## config.mk

```make
export PLATFORM = sky130hd
export DESIGN_NAME = multicycle_control_unit
export DESIGN_NICKNAME = d
export VERILOG_FILES = /design/src/rtl/multicycle_control_unit.sv
export SDC_FILE = /design/constraint.sdc
export NUM_CORES = 1
export LEC_CHECK = 0
export ABC_AREA = 1
export BUFFER_PORTS_ARGS = -buffer_cell sky130_fd_sc_hd__buf_2
export CAP_MARGIN = 15
export CORE_ASPECT_RATIO = 1.25
export CORE_UTILIZATION = 30
export DETAILED_ROUTE_END_ITERATION = 6
export GPL_TIMING_DRIVEN = 0
export PLACE_DENSITY = 0.51
export SLEW_MARGIN = 20
export SYNTH_ARGS = -nofsm -noshare
export SYNTH_HDL_FRONTEND = slang
export SYNTH_SLANG_ARGS = --single-unit
```

## constraint.sdc

```tcl
create_clock -name clk -period 4.2 [get_ports clk]
set_input_delay 0.42 -clock clk [delete_from_list [all_inputs] [get_ports clk]]
set_output_delay 0.42 -clock clk [all_outputs]
set_load 0.005 [all_outputs]
```

## src/rtl/multicycle_control_unit.sv

```systemverilog
// Multi-cycle RV32I control FSM: sequences fetch/decode/execute/memory/writeback
// against a mem_ready handshake, resolves branches, and tracks traps and retirement.
module multicycle_control_unit #(
  parameter int ALU_CTRL_W = 4,
  parameter int MAX_WAIT   = 15,
  parameter int CNT_W      = 32
) (
  input  logic                  clk,
  input  logic                  rst,
  input  logic [31:0]           instr,
  input  logic                  eq,
  input  logic                  lt,
  input  logic                  ltu,
  input  logic                  mem_ready,
  output logic                  mem_read,
  output logic                  mem_write,
  output logic                  adr_src,
  output logic                  ir_write,
  output logic                  pc_write,
  output logic                  pc_src,
  output logic                  reg_write,
  output logic                  alu_src_b,
  output logic [ALU_CTRL_W-1:0] alu_ctrl,
  output logic [2:0]            imm_src,
  output logic [1:0]            result_src,
  output logic                  instr_done,
  output logic                  trap,
  output logic                  bus_err,
  output logic [CNT_W-1:0]      instret,
  output logic [3:0]            state_o
);

  // Memory handshake: a request (mem_read/mem_write) is held every cycle of its
  // state until mem_ready=1, which completes the access in that same cycle.
  typedef enum logic [3:0] {
    FETCH    = 4'd0,
    DECODE   = 4'd1,
    EXEC_R   = 4'd2,
    EXEC_I   = 4'd3,
    MEM_ADDR = 4'd4,
    MEM_RD   = 4'd5,
    MEM_WR   = 4'd6,
    WB       = 4'd7,
    BRANCH   = 4'd8,
    JAL      = 4'd9,
    TRAP     = 4'd15
  } state_t;

  localparam logic [6:0] OP_IMM    = 7'b0010011;
  localparam logic [6:0] OP_REG    = 7'b0110011;
  localparam logic [6:0] OP_LOAD   = 7'b0000011;
  localparam logic [6:0] OP_STORE  = 7'b0100011;
  localparam logic [6:0] OP_BRANCH = 7'b1100011;
  localparam logic [6:0] OP_JAL    = 7'b1101111;
  localparam logic [6:0] OP_LUI    = 7'b0110111;

  localparam logic [3:0] ALU_ADD = 4'd0, ALU_SUB = 4'd1, ALU_AND = 4'd2, ALU_OR = 4'd3;
  localparam logic [3:0] ALU_XOR = 4'd4, ALU_SLL = 4'd5, ALU_SRL = 4'd6, ALU_SRA = 4'd7;
  localparam logic [3:0] ALU_SLT = 4'd8, ALU_SLTU = 4'd9;

  localparam int WAIT_W = (MAX_WAIT > 0) ? $clog2(MAX_WAIT + 1) : 1;

  state_t              state, next_state;
  logic [WAIT_W-1:0]   wait_cnt;
  logic                trap_q, bus_err_q;
  logic [CNT_W-1:0]    instret_q;
  logic [3:0]          alu_op;
  logic                taken, timeout, waiting;

  logic [6:0] opcode;
  logic [2:0] funct3;
  logic       funct7_5;
  logic       unused_instr;
  assign opcode       = instr[6:0];
  assign funct3       = instr[14:12];
  assign funct7_5     = instr[30];
  assign unused_instr = ^{instr[31], instr[29:15], instr[11:7]};

  // alt selects SUB/SRA; immediate forms only honour it for the shift-right slot.
  function automatic logic [3:0] alu_decode(input logic [2:0] f3, input logic alt);
    case (f3)
      3'b000:  return alt ? ALU_SUB : ALU_ADD;
      3'b001:  return ALU_SLL;
      3'b010:  return ALU_SLT;
      3'b011:  return ALU_SLTU;
      3'b100:  return ALU_XOR;
      3'b101:  return alt ? ALU_SRA : ALU_SRL;
      3'b110:  return ALU_OR;
      default: return ALU_AND;
    endcase
  endfunction

  always_comb begin
    case (funct3)
      3'b000:  taken = eq;
      3'b001:  taken = !eq;
      3'b100:  taken = lt;
      3'b101:  taken = !lt;
      3'b110:  taken = ltu;
      3'b111:  taken = !ltu;
      default: taken = 1'b0;
    endcase
  end

  assign waiting = (state == FETCH) || (state == MEM_RD) || (state == MEM_WR);
  assign timeout = (MAX_WAIT != 0) && waiting && !mem_ready &&
                   (wait_cnt == WAIT_W'(MAX_WAIT));

  always_comb begin
    next_state = state;
    mem_read   = 1'b0;
    mem_write  = 1'b0;
    adr_src    = 1'b0;
    ir_write   = 1'b0;
    pc_write   = 1'b0;
    pc_src     = 1'b0;
    reg_write  = 1'b0;
    alu_src_b  = 1'b0;
    alu_op     = ALU_ADD;
    imm_src    = 3'd0;
    result_src = 2'd0;
    instr_done = 1'b0;
    case (state)
      FETCH: begin
        mem_read = 1'b1;
        if (mem_ready) begin
          ir_write   = 1'b1;
          pc_write   = 1'b1;
          next_state = DECODE;
        end
      end
      DECODE: begin
        case (opcode)
          OP_IMM:             next_state = EXEC_I;
          OP_REG:             next_state = EXEC_R;
          OP_LOAD, OP_STORE:  next_state = MEM_ADDR;
          OP_BRANCH:          next_state = BRANCH;
          OP_JAL:             next_state = JAL;
          OP_LUI:             next_state = WB;
          default:            next_state = TRAP;
        endcase
      end
      EXEC_I: begin
        alu_src_b  = 1'b1;
        alu_op     = alu_decode(funct3, funct7_5 && (funct3 == 3'b101));
        next_state = WB;
      end
      EXEC_R: begin
        alu_op     = alu_decode(funct3, funct7_5);
        next_state = WB;
      end
      MEM_ADDR: begin
        alu_src_b = 1'b1;
        if (opcode == OP_STORE) begin
          imm_src    = 3'd1;
          next_state = MEM_WR;
        end else begin
          next_state = MEM_RD;
        end
      end
      MEM_RD: begin
        mem_read = 1'b1;
        adr_src  = 1'b1;
        if (mem_ready) next_state = WB;
      end
      MEM_WR: begin
        mem_write = 1'b1;
        adr_src   = 1'b1;
        if (mem_ready) begin
          instr_done = 1'b1;
          next_state = FETCH;
        end
      end
      WB: begin
        reg_write  = 1'b1;
        instr_done = 1'b1;
        next_state = FETCH;
        if (opcode == OP_LOAD) begin
          result_src = 2'd1;
        end else if (opcode == OP_LUI) begin
          result_src = 2'd3;
          imm_src    = 3'd4;
        end
      end
      BRANCH: begin
        imm_src = 3'd2;
        alu_op  = ALU_SUB;
        if (funct3 == 3'b010 || funct3 == 3'b011) begin
          next_state = TRAP;
        end else begin
          instr_done = 1'b1;
          pc_write   = taken;
          pc_src     = taken;
          next_state = FETCH;
        end
      end
      JAL: begin
        reg_write  = 1'b1;
        result_src = 2'd2;
        pc_write   = 1'b1;
        pc_src     = 1'b1;
        imm_src    = 3'd3;
        instr_done = 1'b1;
        next_state = FETCH;
      end
      TRAP:    next_state = TRAP;
      default: next_state = FETCH;
    endcase
    if (timeout) next_state = TRAP;
    // Reset silences every strobe in the same cycle it is asserted.
    if (rst) begin
      mem_read   = 1'b0;
      mem_write  = 1'b0;
      adr_src    = 1'b0;
      ir_write   = 1'b0;
      pc_write   = 1'b0;
      pc_src     = 1'b0;
      reg_write  = 1'b0;
      alu_src_b  = 1'b0;
      alu_op     = ALU_ADD;
      imm_src    = 3'd0;
      result_src = 2'd0;
      instr_done = 1'b0;
    end
  end

  always_ff @(posedge clk) begin
    if (rst) begin
      state     <= FETCH;
      wait_cnt  <= '0;
      trap_q    <= 1'b0;
      bus_err_q <= 1'b0;
      instret_q <= '0;
    end else begin
      state <= next_state;
      if (next_state != state) wait_cnt <= '0;
      else if (waiting && !mem_ready) wait_cnt <= wait_cnt + 1'b1;
      if (next_state == TRAP && state != TRAP) begin
        trap_q    <= 1'b1;
        bus_err_q <= timeout;
      end
      if (instr_done) instret_q <= instret_q + 1'b1;
    end
  end

  assign alu_ctrl = ALU_CTRL_W'(alu_op);
  assign trap     = trap_q & ~rst;
  assign bus_err  = bus_err_q & ~rst;
  assign instret  = rst ? '0 : instret_q;
  assign state_o  = state;

endmodule
```

==> summary.txt <==
===========================================================================================
Final routed DRC violation total .............................................            0
Slew margin rel. .............................................................        58.7%
Buffers added on ports .......................................................           72
Core utilization of the finished layout ......................................        38.7%
List of most frequent post-synthesis cells ................................... nor2_1, inv_1, nand2_1, dfxtp_1, a21oi_1
Latest clock arrival within the worst-skew pair ..............................       280 ps
Required time at the endpoint of the critical path ...........................      3780 ps
Final routed wirelength across all metal layers .............................. 8470 microns
Global routing usage on met2 .................................................        31.8%
Antenna diodes ...............................................................            0
Portion of the post-synthesis area used by sequential elements ...............        29.2%
Total grt overflow ...........................................................            0
CTS H-Tree Depth .............................................................            2
Worst EP arrival .............................................................      1830 ps
Number of cell instances on the worst register-to-register path ..............           10
Fraction of the cycle the final worst path needs .............................        53.6%
Syn Area/Cell ................................................................   6.07 sq um
Number of sinks driven by the clock tree .....................................           42
Ratio of total power to cell area ............................................  384 nW/um^2
Global-route wire length before repair ....................................... 14000 microns
Final HPWL from detailed placement ........................................... 6800 microns
Number of vias in the routed layout ..........................................         3195
Post-synth top area share ....................................................        29.2%
Post-synth ARST share ........................................................           0%
Die width .................................................................... 89.6 microns
Min setup slack post-route ...................................................      1950 ps
Max-cap check violation count ................................................            0
Number of gates resized after cts ............................................            0
Library cell with the highest instance count after synthesis .................       nor2_1
Final-layout setup total negative slack ......................................         0 ps
Final net count ..............................................................          593
Area of placed instances .....................................................   3390 sq um
Worst Path Class, Setup ...................................................... flip-flop to primary output
Die outline area .............................................................   9990 sq um
Count of state elements after synthesis ......................................           42
Critical path capture point type ............................................. primary output
Met3 track utilization from global routing ...................................        2.82%
Skew final ...................................................................      7.87 ps
Layout Cells excl Fill .......................................................          677
Number of hold buffers added after cts .......................................            0
Post-synth design cell area ..................................................   2880 sq um
GR met1 Demand/Resource ......................................................        21.3%
Min Hold Slack ...............................................................       469 ps
Setup repair after global routing missed its margin ..........................        false
Vias in the first global route ...............................................         3037
Number of design-rule violations left by the first detailed-router iteration .          112
Placed Cells incl. Taps ......................................................          669
Category of the worst setup path launch point ................................    flip-flop
Io pins ......................................................................           94
Setup Fix Bufs, Post-CTS .....................................................            0
Antenna Nets Post-Route ......................................................            0
Final Power ..................................................................      1.37 mW
Dominant cell type by area after synthesis ...................................      dfxtp_1
Clock buffers created by TritonCTS ...........................................            5
Total leakage power ..........................................................      1.64 nW
Final Hold Vio Count .........................................................            0
Slew at the pin closest to its max-slew limit ................................       620 ps
Die height ...................................................................  112 microns
Routed wire length per instance .............................................. 12.5 microns
Area growth from synthesis to layout .........................................        23.9%
Primary flip-flop cell chosen by synthesis mapping ...........................      dfxtp_1
Number of warnings printed during yosys synthesis ............................            0
Most Crowded Layer GR ........................................................         met2
Cell depth of the worst hold path ............................................            2
Final worst path period need .................................................      2250 ps
Core Box Area ................................................................   9220 sq um
Number of failing setup endpoints in the final timing report .................            0
Net count after synthesis ....................................................          514
Global Route Usage Sum .......................................................        17.9%
Maximum number of pins on one net before global-route repair .................           16
Status ....................................................................... complete, no violations
Number of core rows ..........................................................           39
Peak fanout along the critical path ..........................................            9
Share of cells above drive strength 1 ........................................        19.7%
First-pass DRT Iterations ....................................................            4
Final Max Slew Viols .........................................................            0
RD Place Congestion ..........................................................        0.937
Dpl ws .......................................................................      2010 ps
Worst VDD drop ...............................................................       187 uV
Number of enable-type register cells in the synthesized netlist ..............            0
Max Clock Freq ...............................................................      444 MHz
Netlist cell types ...........................................................           34
Initial cell density of the core .............................................        31.2%
Final Instance Area ..........................................................   3570 sq um
Clk root buf .................................................................    clkbuf_16
CTS clk-pin slew, worst paths ................................................        70 ps
Vias/cell ....................................................................         4.72
Leading cell types by total area after synthesis ............................. dfxtp_1, nor2_1, inv_1
Antenna violations before repair .............................................            0
Path class of the lowest-slack min-delay path ................................ flip-flop to flip-flop
Longest Clk Path Bufs ........................................................            2
Synthesized instance count ...................................................          474
Clock tree from TritonCTS ....................................................          yes
===========================================================================================
-- registers in the layout (all words and copies together) (netlist names) --
register   flops
state_o        4
wait_cnt       4
bus_err_q      1
trap_q         1
instret_q     32
-- cells in the final DEF (no fill, tap or decap), types with 6 or more instances in the layout --
cell	n
a21oi_1	33
buf_2	72
dfxtp_1	42
inv_1	86
nand2_1	83
nand3_1	26
nand4_1	15
nor2_1	90
nor2_2	6
nor3_1	19
o21ai_0	15
xor2_1	11
-- power breakdown --
group	internal (mW)	switching, mW	total, mW
registers	0.421	0.0349	0.456
clock network	0.285	0.170	0.455
logic	0.154	0.306	0.460
-- worst paths after layout --
| kind | startpoint | endpoint | slack [ps] |
|---|---|---|---|
| max | state_o[3]$_SDFF_PP0_ | instr_done | 1950 |
| min reg2reg | bus_err_q$_SDFFE_PP0P_ | bus_err_q$_SDFFE_PP0P_ | 470 |
| max reg2reg | state_o[3]$_SDFF_PP0_ | instret_q[28]$_SDFFE_PP0P_ | 2180 |
| min | bus_err_q$_SDFFE_PP0P_ | bus_err_q$_SDFFE_PP0P_ | 470 |
-- area by class of cell --
cell class                      count  area, sq um
Buffer                              9         33.8
Clock buffer                        5          125
Clock inverter                      3         48.8
Fill cell                        1053         5660
Inverter                           91          347
Multi-Input combinational cell    332         1660
Sequential cell                    42          841
Tap cell                          123          154
Timing Repair Buffer               72          360
-- worst max-delay path, cell delays in order (launching register included) --
cell	delay (ps)
dfxtp_1	480
inv_1	110
nand2_2	140
nor2_2	70
nor2_2	210
nand3_4	190
inv_6	150
nor2_8	60
buf_2	130
-- cell families after synthesis --
family          share of synthesized area [%]
simple gates                             41.9
mux                                     0.348
flops                                    29.2
xor+xnor                                 3.35
fa+ha+maj                               0.869
compound gates                           11.1
buf+inv                                  13.2
-- metal layers --
metal  routed length [microns]  vias up
met5                         0        -
met1                      3710     1445
met3                       312       12
met2                      4260       75
li1                          -     1663
met4                       186        0
(Power assumes the default switching activity.)
